[src/rtl/led_arb_pkg.sv]
// Shared types and helpers for the LED frame arbiter.
package led_arb_pkg;

  // Arbiter frame sequencing states.
  typedef enum logic [1:0] {
    IDLE   = 2'd0,
    GRANT  = 2'd1,
    STREAM = 2'd2,
    LATCH  = 2'd3
  } arb_state_t;

  // Which source owns the current frame.
  typedef enum logic {
    SRC_DISPLAY = 1'b0,
    SRC_CALIB   = 1'b1
  } arb_source_t;

  // Upper bounds for the helper's operands; callers size-cast into and out of these.
  localparam int ADDR_MAX_W  = 16;
  localparam int SEL_MAX_W   = 4;
  localparam int COLOR_MAX_W = 32;

  // LEDs whose selected address bit is set light up in on_color, all others stay black.
  function automatic logic [COLOR_MAX_W-1:0] calib_pattern_color(
    input logic [ADDR_MAX_W-1:0]  addr,
    input logic [SEL_MAX_W-1:0]   bit_sel,
    input logic [COLOR_MAX_W-1:0] on_color
  );
    return addr[bit_sel] ? on_color : {COLOR_MAX_W{1'b0}};
  endfunction

endpackage

[src/rtl/led_frame_arbiter_if.sv]
// Signal bundle between the arbiter (master) and its sources/strand driver (slave).
interface led_frame_arbiter_if #(
  parameter int LED_ADDRESS_WIDTH      = 6,
  parameter int LED_ADDR_BIT_SEL_WIDTH = 3,
  parameter int COLOR_WIDTH            = 24
);
  logic                              display_enable_in;
  logic [COLOR_WIDTH-1:0]            display_color_in;
  logic                              calib_start_in;
  logic [LED_ADDR_BIT_SEL_WIDTH-1:0] calib_bit_sel_in;
  logic                              driver_pixel_req_in;
  logic                              strip_start_out;
  logic [LED_ADDRESS_WIDTH-1:0]      pixel_addr_out;
  logic [COLOR_WIDTH-1:0]            pixel_color_out;
  logic                              pixel_valid_out;
  logic                              grant_calib_out;
  logic                              frame_done_out;
  logic                              led_display_valid_out;

  modport master (
    input  display_enable_in, display_color_in, calib_start_in, calib_bit_sel_in,
           driver_pixel_req_in,
    output strip_start_out, pixel_addr_out, pixel_color_out, pixel_valid_out,
           grant_calib_out, frame_done_out, led_display_valid_out
  );

  modport slave (
    output display_enable_in, display_color_in, calib_start_in, calib_bit_sel_in,
           driver_pixel_req_in,
    input  strip_start_out, pixel_addr_out, pixel_color_out, pixel_valid_out,
           grant_calib_out, frame_done_out, led_display_valid_out
  );
endinterface

[src/rtl/led_latch_timer.sv]
// Down-counter that times the strand latch gap after the last pixel of a frame.
module led_latch_timer #(
  parameter int LATCH_CYCLES = 5000,
  localparam int TW = $clog2(LATCH_CYCLES)
) (
  input  logic clk_in,
  input  logic rst_in,
  input  logic i_load,
  output logic o_zero
);
  logic [TW-1:0] r_count;

  // Load the full gap on entry, then count down to zero and rest there.
  always_ff @(posedge clk_in or posedge rst_in) begin
    if (rst_in) begin
      r_count <= {TW{1'b0}};
    end else if (i_load) begin
      r_count <= TW'(LATCH_CYCLES - 1);
    end else if (r_count != {TW{1'b0}}) begin
      r_count <= r_count - TW'(1);
    end
  end

  assign o_zero = (r_count == {TW{1'b0}});
endmodule

[src/rtl/led_frame_arbiter.sv]
// Shares one WS2812 strand driver between the display source and the calibration
// pattern, granting whole frames with calibration taking priority.
module led_frame_arbiter
  import led_arb_pkg::*;
#(
  parameter int NUM_LEDS               = 50,
  parameter int LED_ADDRESS_WIDTH      = $clog2(NUM_LEDS),
  parameter int LED_ADDR_BIT_SEL_WIDTH = $clog2(LED_ADDRESS_WIDTH),
  parameter int COLOR_WIDTH            = 24,
  parameter int LATCH_CYCLES           = 5000,
  parameter logic [COLOR_WIDTH-1:0] CALIB_ON_COLOR = 24'hFFFFFF
) (
  input logic               clk_in,
  input logic               rst_in,
  led_frame_arbiter_if.master arb_bus
);
  localparam int AW = LED_ADDRESS_WIDTH;
  localparam int SW = LED_ADDR_BIT_SEL_WIDTH;

  arb_state_t             r_state;
  arb_state_t             w_state_next;
  arb_source_t            r_src;
  logic                   r_calib_pending;
  logic [SW-1:0]          r_bit_sel_q;
  logic [SW-1:0]          r_frame_sel;
  logic [AW-1:0]          r_addr;
  logic [AW:0]            w_addr_inc;
  logic                   w_take_req;
  logic                   w_load;
  logic                   w_exit;
  logic                   w_latch_zero;
  logic                   r_strip_start;
  logic                   r_pixel_valid;
  logic [COLOR_WIDTH-1:0] r_pixel_color;
  logic [COLOR_WIDTH-1:0] w_pixel_color;
  logic                   r_grant_calib;
  logic                   r_frame_done;
  logic                   r_led_valid;

  // One extra bit so the last-pixel compare works even when NUM_LEDS is a power of two.
  assign w_addr_inc = {1'b0, r_addr} + {{AW{1'b0}}, 1'b1};

  led_latch_timer #(.LATCH_CYCLES(LATCH_CYCLES)) u_latch_timer (
    .clk_in (clk_in),
    .rst_in (rst_in),
    .i_load (w_load),
    .o_zero (w_latch_zero)
  );

  // Colour for the pixel currently addressed, from the frame's owner.
  always_comb begin
    if (r_grant_calib) begin
      w_pixel_color = COLOR_WIDTH'(calib_pattern_color(ADDR_MAX_W'(r_addr),
                                                       SEL_MAX_W'(r_frame_sel),
                                                       COLOR_MAX_W'(CALIB_ON_COLOR)));
    end else begin
      w_pixel_color = arb_bus.display_color_in;
    end
  end

  // Frame sequencing: next state and per-cycle control strobes.
  always_comb begin
    w_state_next = r_state;
    w_take_req   = 1'b0;
    w_load       = 1'b0;
    w_exit       = 1'b0;
    case (r_state)
      IDLE: begin
        if (r_calib_pending || arb_bus.display_enable_in) begin
          w_state_next = GRANT;
        end else begin
          w_state_next = IDLE;
        end
      end
      GRANT: begin
        w_state_next = STREAM;
      end
      STREAM: begin
        if (arb_bus.driver_pixel_req_in) begin
          w_take_req = 1'b1;
          if (w_addr_inc == (AW + 1)'(NUM_LEDS)) begin
            w_load       = 1'b1;
            w_state_next = LATCH;
          end else begin
            w_state_next = STREAM;
          end
        end else begin
          w_state_next = STREAM;
        end
      end
      LATCH: begin
        if (w_latch_zero) begin
          w_exit       = 1'b1;
          w_state_next = IDLE;
        end else begin
          w_state_next = LATCH;
        end
      end
      default: begin
        w_state_next = IDLE;
      end
    endcase
  end

  // State register.
  always_ff @(posedge clk_in or posedge rst_in) begin
    if (rst_in) begin
      r_state <= IDLE;
    end else begin
      r_state <= w_state_next;
    end
  end

  // Pending calibration request, frame ownership, address and registered outputs.
  always_ff @(posedge clk_in or posedge rst_in) begin
    if (rst_in) begin
      r_calib_pending <= 1'b0;
      r_bit_sel_q     <= {SW{1'b0}};
      r_frame_sel     <= {SW{1'b0}};
      r_src           <= SRC_DISPLAY;
      r_addr          <= {AW{1'b0}};
      r_strip_start   <= 1'b0;
      r_pixel_valid   <= 1'b0;
      r_pixel_color   <= {COLOR_WIDTH{1'b0}};
      r_grant_calib   <= 1'b0;
      r_frame_done    <= 1'b0;
      r_led_valid     <= 1'b0;
    end else begin
      // A fresh start request wins over the clear so a request landing on GRANT survives.
      if (arb_bus.calib_start_in) begin
        r_calib_pending <= 1'b1;
        r_bit_sel_q     <= arb_bus.calib_bit_sel_in;
      end else if ((r_state == GRANT) && (r_src == SRC_CALIB)) begin
        r_calib_pending <= 1'b0;
      end
      if ((r_state == IDLE) && (w_state_next == GRANT)) begin
        r_src <= r_calib_pending ? SRC_CALIB : SRC_DISPLAY;
      end
      r_strip_start <= (r_state == IDLE) && (w_state_next == GRANT);
      // The bit select is frozen here so later start pulses cannot disturb this frame.
      if (r_state == GRANT) begin
        r_addr        <= {AW{1'b0}};
        r_grant_calib <= (r_src == SRC_CALIB);
        r_frame_sel   <= r_bit_sel_q;
      end else if (w_take_req && !w_load) begin
        r_addr <= w_addr_inc[AW-1:0];
      end
      r_pixel_valid <= w_take_req;
      if (w_take_req) begin
        r_pixel_color <= w_pixel_color;
      end
      r_frame_done <= w_exit;
      r_led_valid  <= w_exit && r_grant_calib;
    end
  end

  assign arb_bus.strip_start_out       = r_strip_start;
  assign arb_bus.pixel_addr_out        = r_addr;
  assign arb_bus.pixel_color_out       = r_pixel_color;
  assign arb_bus.pixel_valid_out       = r_pixel_valid;
  assign arb_bus.grant_calib_out       = r_grant_calib;
  assign arb_bus.frame_done_out        = r_frame_done;
  assign arb_bus.led_display_valid_out = r_led_valid;
endmodule

[src/flat_wrapper.sv]
// flat-port wrapper written by rule: the top's interface ports become plain ports
module led_frame_arbiter_flat import led_arb_pkg::*;
#(
  parameter int NUM_LEDS               = 50,
  parameter int LED_ADDRESS_WIDTH      = $clog2(NUM_LEDS),
  parameter int LED_ADDR_BIT_SEL_WIDTH = $clog2(LED_ADDRESS_WIDTH),
  parameter int COLOR_WIDTH            = 24,
  parameter int LATCH_CYCLES           = 5000,
  parameter logic [COLOR_WIDTH-1:0] CALIB_ON_COLOR = 24'hFFFFFF
)
  (clk_in, rst_in, arb_bus_display_enable_in, arb_bus_display_color_in, arb_bus_calib_start_in, arb_bus_calib_bit_sel_in, arb_bus_driver_pixel_req_in, arb_bus_strip_start_out, arb_bus_pixel_addr_out, arb_bus_pixel_color_out, arb_bus_pixel_valid_out, arb_bus_grant_calib_out, arb_bus_frame_done_out, arb_bus_led_display_valid_out);
  led_frame_arbiter_if #(.LED_ADDRESS_WIDTH(LED_ADDRESS_WIDTH), .LED_ADDR_BIT_SEL_WIDTH(LED_ADDR_BIT_SEL_WIDTH), .COLOR_WIDTH(COLOR_WIDTH)) arb_bus_i ();
  input logic clk_in;
  input logic rst_in;
  input wire logic [$bits(arb_bus_i.display_enable_in)-1:0] arb_bus_display_enable_in;
  input wire logic [$bits(arb_bus_i.display_color_in)-1:0] arb_bus_display_color_in;
  input wire logic [$bits(arb_bus_i.calib_start_in)-1:0] arb_bus_calib_start_in;
  input wire logic [$bits(arb_bus_i.calib_bit_sel_in)-1:0] arb_bus_calib_bit_sel_in;
  input wire logic [$bits(arb_bus_i.driver_pixel_req_in)-1:0] arb_bus_driver_pixel_req_in;
  output wire logic [$bits(arb_bus_i.strip_start_out)-1:0] arb_bus_strip_start_out;
  output wire logic [$bits(arb_bus_i.pixel_addr_out)-1:0] arb_bus_pixel_addr_out;
  output wire logic [$bits(arb_bus_i.pixel_color_out)-1:0] arb_bus_pixel_color_out;
  output wire logic [$bits(arb_bus_i.pixel_valid_out)-1:0] arb_bus_pixel_valid_out;
  output wire logic [$bits(arb_bus_i.grant_calib_out)-1:0] arb_bus_grant_calib_out;
  output wire logic [$bits(arb_bus_i.frame_done_out)-1:0] arb_bus_frame_done_out;
  output wire logic [$bits(arb_bus_i.led_display_valid_out)-1:0] arb_bus_led_display_valid_out;
  assign arb_bus_i.display_enable_in = arb_bus_display_enable_in;
  assign arb_bus_i.display_color_in = arb_bus_display_color_in;
  assign arb_bus_i.calib_start_in = arb_bus_calib_start_in;
  assign arb_bus_i.calib_bit_sel_in = arb_bus_calib_bit_sel_in;
  assign arb_bus_i.driver_pixel_req_in = arb_bus_driver_pixel_req_in;
  assign arb_bus_strip_start_out = arb_bus_i.strip_start_out;
  assign arb_bus_pixel_addr_out = arb_bus_i.pixel_addr_out;
  assign arb_bus_pixel_color_out = arb_bus_i.pixel_color_out;
  assign arb_bus_pixel_valid_out = arb_bus_i.pixel_valid_out;
  assign arb_bus_grant_calib_out = arb_bus_i.grant_calib_out;
  assign arb_bus_frame_done_out = arb_bus_i.frame_done_out;
  assign arb_bus_led_display_valid_out = arb_bus_i.led_display_valid_out;
  led_frame_arbiter #(.NUM_LEDS(NUM_LEDS), .LED_ADDRESS_WIDTH(LED_ADDRESS_WIDTH), .LED_ADDR_BIT_SEL_WIDTH(LED_ADDR_BIT_SEL_WIDTH), .COLOR_WIDTH(COLOR_WIDTH), .LATCH_CYCLES(LATCH_CYCLES), .CALIB_ON_COLOR(CALIB_ON_COLOR)) u_core (.clk_in(clk_in), .rst_in(rst_in), .arb_bus(arb_bus_i));
endmodule
[config.mk]
export PLATFORM = sky130hd
export DESIGN_NAME = led_frame_arbiter_flat
export DESIGN_NICKNAME = d
export VERILOG_FILES = /design/src/rtl/led_arb_pkg.sv /design/src/rtl/led_frame_arbiter_if.sv /design/src/rtl/led_latch_timer.sv /design/src/rtl/led_frame_arbiter.sv /design/src/flat_wrapper.sv
export SDC_FILE = /design/constraint.sdc
export NUM_CORES = 1
export LEC_CHECK = 0
export BUFFER_PORTS_ARGS = -buffer_cell sky130_fd_sc_hd__buf_2
export CAP_MARGIN = 20
export CORE_MARGIN = 8
export CORE_UTILIZATION = 55
export DETAILED_ROUTE_END_ITERATION = 8
export GPL_TIMING_DRIVEN = 0
export PLACE_DENSITY = 0.82
export REMOVE_ABC_BUFFERS = 1
export SLEW_MARGIN = 20
export SYNTH_ARGS = -nofsm -noshare
export SYNTH_HDL_FRONTEND = slang
export SYNTH_SLANG_ARGS = --single-unit
[constraint.sdc]
create_clock -name clk_in -period 3 [get_ports clk_in]
set_clock_uncertainty 0.2 [all_clocks]
set_input_delay 0.6 -clock clk_in [delete_from_list [all_inputs] [get_ports clk_in]]
set_output_delay 0.6 -clock clk_in [all_outputs]
set_load 0.005 [all_outputs]
==> impl_metrics.csv <==
group,metric,value,unit
outcome,status,"finished, final reports clean",
timing,period_minus_slack,2.54,ns
die,rows,25,
die,fp.dieH,86.5,µm
grt,grt_max_degree,59,
pwr,powerDensity,930,mW/mm²
timing,max_freq,0.394,GHz
cts,cts_resized,0,
cells_and_area,areaGrowthSynthToFinish,21.0,%
cts,numClockSinks,58,
grt,grt_pass1_wl,9570,µm
timing,whs,0.178,ns
placed_design,placedCellCount,387,
placed_design,gp_congestion,0.781,
timing,hold_viol,0,
grt,grt_remaining_overflow,0,
critical_path,rrSetupSlack,0.46,ns
route,routed_wl,5670,µm
synth,synth-edff-count,0,
synth,ys_warn_count,0,
critical_path,ff2ff_path_depth,5,
cells_and_area,stdcell_count,403,
placed_design,dpl-instance-area,0.00308,mm²
timing,post-route-period-util,84.5,%
critical_path,r2r_end,"u_core.arb_bus.pixel_addr_out[3]",
synth,avgSynthCellArea,10.3,µm²
synth,ys_seq_area_share,53.1,%
synth,synth-seq-cells,58,
critical_path,crit_path_end_kind,"flip-flop",
route,post_drt_wl_per_cell,14.1,µm
synth,synth_cells,266,
placed_design,post-dp-hpwl,3950,µm
timing,fin_ws,0.465,ns
die,die_x,86.5,µm
critical_path,crit_required,3.02,ns
timing,worstMarginPinSlew,0.932,ns
cells_and_area,nets,367,
die,top_level_ports,67,
cts,post_cts_buffers,0,
timing,fin_setup_tns,0,ns
die,die-area,0.00748,mm²
die,start_util,57.4,%
critical_path,worstPathMaxFanout,31,
cts,h-tree-depth,3,
critical_path,path_class,"reg2reg",
placed_design,place_ws,0.204,ns
route,via_per_inst,5.13,
critical_path,timing.rr.start,"u_core.r_state[1]",
grt,grt_usage,16.2,%
synth,netlist_area,0.00273,mm²
pwr,leakage,1.51,nW
critical_path,cp-start-kind,"flip-flop",
cts,hold_buffers,0,
timing,rsz0062_at_grt,"false",
die,core-area,0.00475,mm²
critical_path,cp.arrival,2.55,ns
job,maxCapViolCount,0,
cts,clockRootBuffer,"clkbuf_8",
route,drtIter0Drc,118,
route,vias,2069,
synth,synth_flop_cell,"dfrtp_1",
route,drc,0,
hold_path,hold_class,"in2async",
timing,setup_viol,0,
pwr,ir_drop,0.000517,V
timing,slew_viol_final,0,
cells_and_area,diodes,0,
cells_and_area,drive_gt1_share,30.1,%
cts,clk_pin_slew,0.07,ns
cts,cts-buffers-inserted,9,
critical_path,crit_start,"u_core.r_state[1]",
cts,clock_latency,0.33,ns
route,postRouteAntennaNets,0,
cts,cts_buffer_depth,2,
placed_design,port_buffers,66,
cts,cts_tree,"yes",
route,drt_pass1_iterations,4,
synth,async_reset_ff_share,100,%
timing,slew_headroom,37.8,%
cells_and_area,design_area,0.00330,mm²
grt,grt_antenna_before_repair,0,
synth,synthDistinctLibCells,40,
grt,grt_pass1_vias,2044,
[per-stage QoR]
step / util (%) / power (mW)
after global routing: 69.5 / 3.29
final: 69.5 / 3.07
after floorplan: - / 1.89
after detailed placement: 64.7 / 2.28
after CTS: 69.5 / 3.11
after global placement: 64.6 / 2.24
[cells in the final DEF, fill, tap and decap left out, types with 4 or more instances in the layout]
cell type and instances:
buf_2 66, nand3b_1 5, mux2_2 7, xnor2_1 4
dfrtp_1 58, clkbuf_8 11, nor2_1 39, nand2_1 26
inv_1 4, ha_1 4, nand3_1 6, o21ai_0 4
nand2b_1 28, xor2_1 7, a21oi_1 24
[cell usage after synthesis (all sizes together) (2+ instances only)]
| cell | n | share of area [%] |
|---|---|---|
| a21oi | 27 | 5.6 |
| a31o | 3 | 0.96 |
| a31oi | 2 | 0.46 |
| and2 | 2 | 0.46 |
| buf | 7 | 2.0 |
| clkbuf | 5 | 0.69 |
| dfrtp | 58 | 53 |
| ha | 4 | 1.8 |
| inv | 5 | 0.69 |
| mux2 | 8 | 3.4 |
| mux2i | 3 | 1.1 |
| nand2 | 26 | 3.6 |
| nand2b | 28 | 6.4 |
| nand3 | 6 | 1.1 |
| nand3b | 5 | 1.4 |
| nand4 | 2 | 0.46 |
| nand4b | 2 | 0.64 |
| nor2 | 39 | 5.4 |
| nor3 | 3 | 0.55 |
| nor4 | 2 | 1.0 |
| o21a | 2 | 0.55 |
| o21ai | 4 | 0.73 |
| or2 | 2 | 0.46 |
| xnor2 | 4 | 1.3 |
| xor2 | 7 | 2.2 |
[power by group]
group          internal [mW]  switching [mW]  total (mW)
Combinational          0.474           0.463       0.937
Clock                  0.514           0.309       0.822
Sequential              1.06           0.255        1.32
Total                   2.05            1.03        3.07
[final cells by class]
class / count / area [µm²]
clock buffer: 12 / 155
clock inverter: 4 / 73.8
fill: 396 / 1450
inverter: 5 / 21.3
multi-input combinational: 191 / 1190
sequential: 58 / 1450
tap: 67 / 83.8
timing repair buffer: 66 / 330
[per-layer routing]
layer | routed length (µm) | global-route usage, %
met5 | 0 | 0
met4 | 74 | 7.98
met3 | 254 | 3.97
met2 | 2920 | 27.2
met1 | 2430 | 18.9
[cells by family (layout without fill, tap and decap cells)]
group / Yosys count / after routing / share of synthesized area (%)
AOI/OAI and AO/OA: 44 / 44 / 10.5
xor gates and xnor gates: 11 / 11 / 3.53
adders and majority gates: 4 / 4 / 1.83
buffers and inverters: 17 / 87 / 3.34
DFF: 58 / 58 / 53.1
muxes: 12 / 12 / 5.50
and+or+nand+nor: 120 / 120 / 22.2
[sequential cells by signal (all words and copies together), names as in the netlist, 2 cells and up]
signal,count
u_core.r_bit_sel_q,3
u_core.r_frame_sel,3
u_core.arb_bus.pixel_addr_out,6
u_core.arb_bus.pixel_color_out,24
u_core.u_latch_timer.r_count,13
u_core.r_state,2
[critical path: stages (launching register included)]
cell and delay [ns]:
dfrtp_1 0.44, nand2_1 0.11, or2_2 0.34, inv_1 0.69, nand2_1 0.31, a31o_2 0.33
[worst max path at each step]
stage,endpoint,slack (ns),cells after the start
3_3_place_gp,u_core.r_frame_sel[0],0.08,2
3_5_place_dp,u_core.arb_bus.pixel_addr_out[2],0.20,6
2_1_floorplan,u_core.arb_bus.pixel_addr_out[2],0.71,5
4_1_cts,u_core.arb_bus.pixel_addr_out[3],0.44,5
6_report,u_core.arb_bus.pixel_addr_out[3],0.46,5
5_1_grt,u_core.arb_bus.pixel_addr_out[3],0.25,5
No activity file was read; power rests on OpenSTA's default activity.
